--- config.mk ---
export PLATFORM = sky130hd
export DESIGN_NAME = fetch_unit
export DESIGN_NICKNAME = d
export VERILOG_FILES = /design/src/rtl/fetch_unit.sv
export SDC_FILE = /design/constraint.sdc
export NUM_CORES = 1
export LEC_CHECK = 0
export CAP_MARGIN = 20
export CORE_MARGIN = 10
export CORE_UTILIZATION = 39
export CTS_CLUSTER_DIAMETER = 150
export CTS_CLUSTER_SIZE = 28
export DETAILED_ROUTE_END_ITERATION = 8
export PLACE_DENSITY_LB_ADDON = 0.25
export SYNTH_ARGS = -nofsm -noshare
export SYNTH_HDL_FRONTEND = slang
export SYNTH_SLANG_ARGS = --single-unit
--- constraint.sdc ---
create_clock -name clk -period 3.15 [get_ports clk]
set_input_delay 0.7875 -clock clk [delete_from_list [all_inputs] [get_ports clk]]
set_output_delay 0.7875 -clock clk [all_outputs]
set_load 0.05 [all_outputs]
--- src/rtl/fetch_unit.sv ---
// Instruction fetch unit: issues one word request at a time, holds the returned
// instruction for the decoder, and squashes in-flight responses on redirect.
module fetch_unit #(
  parameter logic [31:0] RESET_PC = 32'h0000_0000
) (
  input  logic        clk,
  input  logic        rst_n,
  output logic        imem_req,
  output logic [31:0] imem_addr,
  input  logic        imem_gnt,
  input  logic        imem_rvalid,
  input  logic [31:0] imem_rdata,
  input  logic        redirect_valid,
  input  logic [31:0] redirect_pc,
  input  logic        dec_ready,
  output logic        instr_valid,
  output logic [31:0] instr,
  output logic [6:0]  opcode,
  output logic [2:0]  funct3,
  output logic [6:0]  funct7,
  output logic [31:0] pc_out
);

  typedef enum logic [1:0] {
    IDLE = 2'd0,
    REQ  = 2'd1,
    WAIT = 2'd2,
    HOLD = 2'd3
  } state_t;

  localparam logic [31:0] ALIGN_MASK = 32'hFFFF_FFFC;
  localparam logic [31:0] START_PC   = RESET_PC & ALIGN_MASK;

  state_t      state_r, state_s;
  logic [31:0] pc_r, pc_s;
  logic        squash_r, squash_s;
  logic        capture_s;
  logic [31:0] redir_s;
  logic [31:0] instr_r, pc_out_r, addr_r;
  logic        req_r, valid_r;

  assign redir_s = redirect_pc & ALIGN_MASK;

  // Next-state, next-pc and squash decisions; redirect outranks every other event.
  always_comb begin
    state_s   = state_r;
    pc_s      = pc_r;
    squash_s  = squash_r;
    capture_s = 1'b0;
    case (state_r)
      IDLE: begin
        state_s = REQ;
      end
      REQ: begin
        if (redirect_valid) begin
          pc_s = redir_s;
        end else begin
          pc_s = pc_r;
        end
        if (imem_gnt) begin
          state_s  = WAIT;
          // A redirect racing the grant leaves a stale request in flight.
          squash_s = redirect_valid;
        end else begin
          state_s = REQ;
        end
      end
      WAIT: begin
        if (imem_rvalid) begin
          if (squash_r || redirect_valid) begin
            state_s  = REQ;
            squash_s = 1'b0;
            pc_s     = redirect_valid ? redir_s : pc_r;
          end else begin
            state_s   = HOLD;
            capture_s = 1'b1;
            pc_s      = pc_r + 32'd4;
          end
        end else begin
          if (redirect_valid) begin
            squash_s = 1'b1;
            pc_s     = redir_s;
          end else begin
            squash_s = squash_r;
          end
        end
      end
      HOLD: begin
        if (redirect_valid) begin
          pc_s    = redir_s;
          state_s = REQ;
        end else if (dec_ready) begin
          state_s = REQ;
        end else begin
          state_s = HOLD;
        end
      end
      default: begin
        state_s = IDLE;
      end
    endcase
  end

  // State, pc and registered outputs; outputs are computed from the next state.
  always_ff @(posedge clk) begin
    if (!rst_n) begin
      state_r  <= IDLE;
      pc_r     <= START_PC;
      squash_r <= 1'b0;
      instr_r  <= 32'd0;
      pc_out_r <= 32'd0;
      addr_r   <= 32'd0;
      req_r    <= 1'b0;
      valid_r  <= 1'b0;
    end else begin
      state_r  <= state_s;
      pc_r     <= pc_s;
      squash_r <= squash_s;
      addr_r   <= pc_s;
      req_r    <= (state_s == REQ);
      valid_r  <= (state_s == HOLD);
      if (capture_s) begin
        instr_r  <= imem_rdata;
        pc_out_r <= pc_r;
      end else begin
        instr_r  <= instr_r;
        pc_out_r <= pc_out_r;
      end
    end
  end

  assign imem_req    = req_r;
  assign imem_addr   = addr_r;
  assign instr_valid = valid_r;
  assign instr       = instr_r;
  assign opcode      = instr_r[6:0];
  assign funct3      = instr_r[14:12];
  assign funct7      = instr_r[31:25];
  assign pc_out      = pc_out_r;

endmodule

[Yosys cells after proc, flatten, opt, wreduce, memory -nomap -nowiden]
Cells that the tools add are included.
Word-level totals
  register bits: 101
  latch bits: 0
  bits in writable memories: 0
  ROM bits: 0
  logic and storage cells: 40
  memories kept: 0
Operators by class
  add/subtract/negate cells: 1
  $mul: 0
  divide/modulo/power cells: 0
  $lt $le $gt $ge: 0
  equality and inequality tests: 8
  shift-type cells: 0
  multiplexer cells: 18
  bitwise logic cells: 0
  reductions and logical operators: 6
Operator list (count)
  32-bit 2-to-1 mux: 3
  32-bit one-hot mux with 2 select lines: 1
  32-bit by 3-bit adder with 32-bit output (second input constant): 1
  2-bit 2-to-1 mux: 5
  2-bit one-hot mux with 4 select lines: 1
  1-bit 2-to-1 mux: 7
  2-bit equality test (second input constant): 3
  3-bit inequality test (second input constant): 2
  2-bit by 1-bit equality test with 1-bit output (second input constant): 2
  4-bit AND reduction: 1
  2-bit nonzero test: 2
  2-bit logical NOT: 1
  2-bit inequality test (second input constant): 1
  1-bit one-hot mux with 2 select lines: 1
  2-bit OR reduction: 1
  1-bit logical OR: 1

[Longest topological paths before layout]
Gate-level depths: netlist (run 1).
  depth in word-level cells: 5
  depth in mapped cells: 7
  mapped depth without buffers: 6

[Least setup slack after synthesis (run 1)]
No wires, ideal clock.
  path type: reg2reg
  from: register imem_addr[4] (netlist name)
  to: register addr_r[31] (netlist: imem_addr[31])
  setup time: 0.127 ns
  arrival: 2.053 ns
  data required time: 3.023 ns
  path slack: 0.970 ns
  stages on the path, launching flop included: 7
  buffers on the path: 1
  path through: dfxtp_1 -> buf_2 -> nand4_4 -> nor4_4 -> nand3_1 -> and3_1 -> or3_1
RTL lines
  end signal: assignment: line 119  | addr_r <= pc_s;
  end: declaration: line 39  | logic [31:0] instr_r, pc_out_r, addr_r;

[Worst setup path after layout (run 1)]
  from: register addr_r[11] (netlist: imem_addr[11])
  to: output imem_addr[11]
RTL lines
  end: declaration: line 9  | output logic [31:0] imem_addr,
No word-level cell between the ends.

==> results.py, run 1 <==
metrics = {
    "status": {
        "status": "finished, final reports clean",
    },
    "drt": {
        "drtPass1Iterations": 5,
        "ant_nets": 0,
        "vias_per_cell": 5.34,
        "route.vias.total": 5049,
        "drc": 0,
        "wirelength_mm": 16.4,
        "post_drt_wl_per_cell_um": 17.3,
        "drt_iter0_drc": 319,
    },
    "yosys": {
        "synth_cell_types": 60,
        "synth_area_um2": 4940,
        "synthesis.nets": 689,
        "yosys_warnings": 0,
        "synth_edf_count": 0,
        "synth_seq_cells": 101,
        "syn_avg_cell_area_um2": 8.00,
        "syn_inst": 618,
        "seq_area_frac_synth_pct": 40.9,
        "ys.flop_type": "dfxtp_1",
        "async_reset_ff_share_pct": 0,
    },
    "worst_setup_path": {
        "crit_required_ns": 2.36,
        "r2r_start": "imem_addr[2]",
        "cp_max_fo": 7,
        "reg2reg_slack_ns": 0.90,
        "cpPeakStageDelay_ns": 0.90,
        "cp_slowest_cell": "clkdlybuf4s50_1",
        "startpoint": "imem_addr[11]",
        "critPathKind": "reg -> out",
        "cp.arrival_ns": 1.79,
        "path_buf_inv": 1,
        "ff2ff_path_depth": 6,
        "path_cells": "clkdlybuf4s50_1",
        "cp_num_cells": 1,
        "crit_path_end_kind": "output pin",
        "cp_top_family": "buffers and inverters",
        "crit_path_start_kind": "flip-flop",
        "worstSetupEndpoint": "imem_addr[11]",
        "r2r-end": "imem_addr[30]",
    },
    "global_route": {
        "grt_first_pass_wirelength_mm": 26.5,
        "gr-total-overflow": 0,
        "grt_max_degree": 55,
        "groute.usage.overall_pct": 18.2,
        "antenna_found_initial": 0,
        "grt_pass1_vias": 4982,
    },
    "clocking": {
        "clock_sinks": 101,
        "cts_max_path_buffers": 2,
        "clk-insertion-delay-late_ns": 0.34,
        "cts-root-buf": "clkbuf_16",
        "cts.clk_slew.worst_paths_ns": 0.07,
        "cts_max_level": 3,
        "cts_hold_buf": 0,
        "ctsResizeCount": 0,
        "post_cts_buffers": 0,
        "numCtsBuffers": 9,
        "cts_tree": "yes",
    },
    "placement": {
        "placed_cells": 930,
        "routabilityCongestion": 0.874,
        "dpl.hpwl_mm": 12.3,
        "port-buffer-count": 182,
    },
    "sta": {
        "slew_viol_final": 0,
        "fin_tns_setup_ns": 0,
        "skew_ns": 0.00488,
        "grt_setup_unrepaired": "no",
        "setup_viol": 0,
        "post-route-min-period_ns": 2.57,
        "slew_headroom_pct": 50.4,
        "hold_viol": 0,
        "worstMarginPinSlew_ns": 0.739,
        "holdWs_ns": 0.451,
        "fmax_mhz": 389,
        "post-route-period-util_pct": 81.7,
    },
    "floorplan": {
        "die_w_um": 133,
        "start_util_pct": 39.5,
        "fp-row-count": 41,
        "core_area_um2": 12500,
        "die_area_um2": 17600,
        "io_pins": 185,
        "die_y_um": 133,
    },
    "final_layout": {
        "nNetsFinal": 840,
        "utilization_pct": 57.0,
        "layout.cells.non_filler": 945,
        "diodes": 0,
        "drive_gt1_share_pct": 6.08,
        "area_growth_pct": 44.3,
    },
    "power": {
        "leakagePower_uw": 0.00250,
        "power_density_nw_per_um2": 455,
        "peakVddDrop_uv": 223,
    },
    "hold_path": {
        "min-delay-path-class": "reg -> reg",
    },
    "flow_run": {
        "cap_violations": 0,
    },
}
[power breakdown]
group | internal [uW] | switching, uW | total, uW
Sequential | 1330 | 89.9 | 1420
Clock | 737 | 476 | 1210
Combinational | 255 | 362 | 616
Total | 2320 | 928 | 3250
[how the worst min path moves through the flow]
stage	startpoint	end	slack, ns	cells after the start
2_1_floorplan	instr[10]	instr[10]	0.67	2
3_3_place_gp	pc_out[0]	pc_out[0]	0.44	2
3_5_place_dp	instr[19]	instr[19]	0.44	2
4_1_cts	instr[19]	instr[19]	0.45	2
5_1_grt	instr[19]	instr[19]	0.47	2
6_report	instr[19]	instr[19]	0.45	2
[cells by family after synthesis]
| group | Yosys count | synth area share [%] |
|---|---|---|
| XOR/XNOR | 2 | 0.354 |
| AO/OA/AOI/OAI | 166 | 23.3 |
| AND/OR/NAND/NOR | 271 | 26.6 |
| adder cells (fa/ha/maj) | 1 | 0.253 |
| buffers and inverters | 69 | 6.98 |
| multiplexers | 8 | 1.64 |
| flip-flops | 101 | 40.9 |
[stage by stage]
| stage | power [uW] | cell area (um^2) | setup slack (ns) |
|---|---|---|---|
| 2_1_floorplan | 1790 | 4940 | 0.970 |
| 3_3_place_gp | 2050 | 6810 | 0.418 |
| 3_5_place_dp | 2060 | 6810 | 0.390 |
| 4_1_cts | 3280 | 7140 | 0.561 |
| 5_1_grt | 3380 | 7140 | 0.505 |
| 6_report | 3250 | 7140 | 0.577 |
[sequential cells by signal, indices dropped and copies added (netlist names)]
name         count
imem_req         1
instr_valid      1
state_r          2
instr           32
imem_addr       32
pc_out          32
squash_r         1
[layout by cell type (no fill, tap or decap), types with 4 or more instances in the layout]
master	count
and2_1	5
buf_4	17
nand2b_1	6
a22o_1	4
nand2_1	157
mux2i_1	7
dfxtp_1	101
clkbuf_16	9
nor2_1	23
o21ai_0	12
a21boi_1	65
and3_1	12
nand4_1	12
inv_1	9
nand3_1	15
nor3_1	8
clkdlybuf4s50_1	181
o211ai_1	5
o221ai_1	4
o21ai_1	17
nor4_1	4
a211oi_1	8
a21oi_1	23
nor2b_1	5
[routing by layer]
metal,GRT usage (%),vias to the layer above,share of wire (%)
met5,0,-,0
met1,21.1,2318,40
li1,-,2454,-
met3,5.87,24,9.5
met4,5.99,0,1.3
met2,30.9,253,49
[synth_stat cells, types with 2 or more instances]
library cell | number | area share [%]
a211oi_1 | 8 | 1.2
a21boi_1 | 65 | 9.9
a21oi_1 | 23 | 2.3
a22o_1 | 4 | 0.71
a311oi_1 | 3 | 0.53
a31oi_1 | 3 | 0.38
and2_1 | 5 | 0.63
and3_1 | 12 | 1.5
and4_1 | 3 | 0.53
buf_2 | 15 | 1.5
buf_4 | 18 | 2.7
clkbuf_1 | 26 | 2.0
dfxtp_1 | 101 | 41
inv_1 | 9 | 0.68
mux2i_1 | 7 | 1.4
nand2_1 | 158 | 12
nand2b_1 | 6 | 0.76
nand3_1 | 15 | 1.5
nand3b_1 | 2 | 0.30
nand4_1 | 12 | 1.5
nand4_4 | 2 | 0.86
nor2_1 | 23 | 1.7
nor2b_1 | 5 | 0.63
nor3_1 | 9 | 0.91
nor3b_2 | 2 | 0.51
nor4_1 | 4 | 0.51
nor4_2 | 2 | 0.51
o2111ai_1 | 3 | 0.53
o211ai_1 | 5 | 0.76
o21a_1 | 3 | 0.46
o21ai_0 | 12 | 1.2
o21ai_1 | 17 | 1.7
o221ai_1 | 4 | 0.71
o22ai_1 | 3 | 0.38
o311ai_1 | 3 | 0.53
or2_1 | 2 | 0.25
[area by class of cell]
class | count | area [um^2]
multi-input combinational | 448 | 2590
clock inverter | 3 | 68.8
sequential | 101 | 2020
fill | 1182 | 5380
clock buffer | 12 | 256
tap | 172 | 215
timing repair buffer | 199 | 1940
inverter | 10 | 37.5
Note: power is estimated with default switching activity, not from simulation.
==> inputs of run 2 (changes only) <==
- clock period: 3.15 -> 2.1 ns (I/O delays scaled with it)
==> results.py, run 2 (synthesized netlist as in run 1, its figures left out) <==
metrics = {
    "status": {
        "status": "finished, final reports clean",
    },
    "final_layout": {
        "layout_commonest_cell": "nand2_1",
        "nFillCells": 1181,
        "layout.cells.non_filler": 992,
        "area_growth_pct": 50.5,
        "multi_input_area_um2": 2590,
        "layout_common_cells": "nand2_1 (157), clkdlybuf4s50_1 (135), dfxtp_1 (97), buf_4 (97), a21boi_1 (65)",
        "diodes": 0,
        "final-seq-area_um2": 2030,
        "drive_gt1_share_pct": 16.6,
        "nNetsFinal": 886,
    },
    "clocking": {
        "post_cts_buffers": 0,
        "cts-root-buf": "clkbuf_16",
        "cts_max_path_buffers": 2,
        "clock_sinks": 101,
        "cts_hold_buf": 0,
        "cts_max_level": 3,
        "cts.clk_slew.worst_paths_ns": 0.07,
        "numCtsBuffers": 9,
        "cts_tree": "yes",
        "clk-insertion-delay-late_ns": 0.35,
    },
    "power": {
        "power_density_nw_per_um2": 653,
        "p_total_uw": 4860,
        "peakVddDrop_uv": 464,
        "leakagePower_uw": 0.00293,
    },
    "sta": {
        "worstMarginPinSlew_ns": 0.683,
        "grt_setup_unrepaired": "no",
        "setup_viol": 0,
        "slew_headroom_pct": 54.2,
        "slew_viol_final": 0,
        "post-route-min-period_ns": 2.06,
        "hold_viol": 0,
        "post-route-period-util_pct": 98.0,
        "holdWs_ns": 0.451,
        "skew_ns": 0.00476,
        "fmax_mhz": 486,
    },
    "placement": {
        "placed_cells": 975,
        "dpl.hpwl_mm": 13.0,
        "routabilityCongestion": 0.887,
        "port-buffer-count": 182,
    },
    "worst_setup_path": {
        "path_buf_inv": 1,
        "ff2ff_path_depth": 5,
        "cpPeakStageDelay_ns": 0.82,
        "cp_max_fo": 3,
        "path_cells": "clkdlybuf4s50_1",
        "cp_num_cells": 1,
        "crit_path_end_kind": "output pin",
        "crit_path_start_kind": "flip-flop",
        "cp.arrival_ns": 1.53,
        "reg2reg_slack_ns": 0.18,
        "crit_required_ns": 1.57,
        "critPathKind": "reg -> out",
        "cp_top_family": "buffers and inverters",
        "cp_slowest_cell": "clkdlybuf4s50_1",
    },
    "floorplan": {
        "start_util_pct": 39.5,
        "die_w_um": 133,
        "io_pins": 185,
        "core_area_um2": 12500,
        "die_y_um": 133,
        "fp-row-count": 41,
        "die_area_um2": 17600,
    },
    "global_route": {
        "grt_max_degree": 83,
        "antenna_found_initial": 0,
        "grt_first_pass_wirelength_mm": 27.2,
        "grt_pass1_vias": 5181,
        "groute.usage.overall_pct": 18.8,
        "gr-total-overflow": 0,
    },
    "drt": {
        "vias_per_cell": 5.32,
        "drtPass1Iterations": 5,
        "route.vias.total": 5277,
        "wirelength_mm": 17.2,
        "drt_iter0_drc": 394,
        "ant_nets": 0,
        "drc": 0,
        "post_drt_wl_per_cell_um": 17.3,
    },
    "hold_path": {
        "hold_path_depth": 2,
        "min-delay-path-class": "reg -> reg",
    },
    "flow_run": {
        "cap_violations": 0,
    },
}
[run 2: per-stage QoR]
step | util (%) | setup TNS (ns) | setup slack, ns | instance area, um^2
after floorplan | - | 0 | 0.0129 | 4950
after global placement | 56.8 | -7.80 | -0.139 | 7110
after detailed placement | 56.8 | -9.89 | -0.180 | 7110
after CTS | 59.3 | 0 | 0.0148 | 7420
after global routing | 59.4 | 0 | 0.00202 | 7440
final | 59.4 | 0 | 0.0424 | 7440
[run 2: where the power goes]
group / total, uW / internal [uW] / switching, uW
Sequential: 2080 / 1990 / 89.3
Clock: 1750 / 1020 / 725
Combinational: 1030 / 426 / 605
Total: 4860 / 3440 / 1420
[run 2: final timing paths]
kind	start	end
max	instr[5]	instr[5]
min	instr[10]	instr[10]
max reg2reg	imem_addr[4]	imem_addr[31]
min reg2reg	instr[10]	instr[10]
[run 2: per-layer routing]
metal	global-route usage, %	wire length, um	part of all wire [%]
met1	21.9	7190	42
met2	31.1	8080	47
met3	6.81	1600	9.3
met4	6.30	335	1.9
met5	0	0	0
[run 2: final cells by class]
cell class / count / area share [%]
multi-input cells: 448 / 34.8
repair buffers: 245 / 30.3
flip-flops and latches: 101 / 27.2
clock buffers: 13 / 3.63
well taps: 172 / 2.89
clock inverters: 3 / 0.572
inverters: 10 / 0.504
[run 2: timing repair]
| action | CTS | global route |
|---|---|---|
| gates resized for setup | 2 | 6 |
| endpoints found under the hold margin | 0 | 0 |
| endpoints found under the setup margin | 2 | 7 |
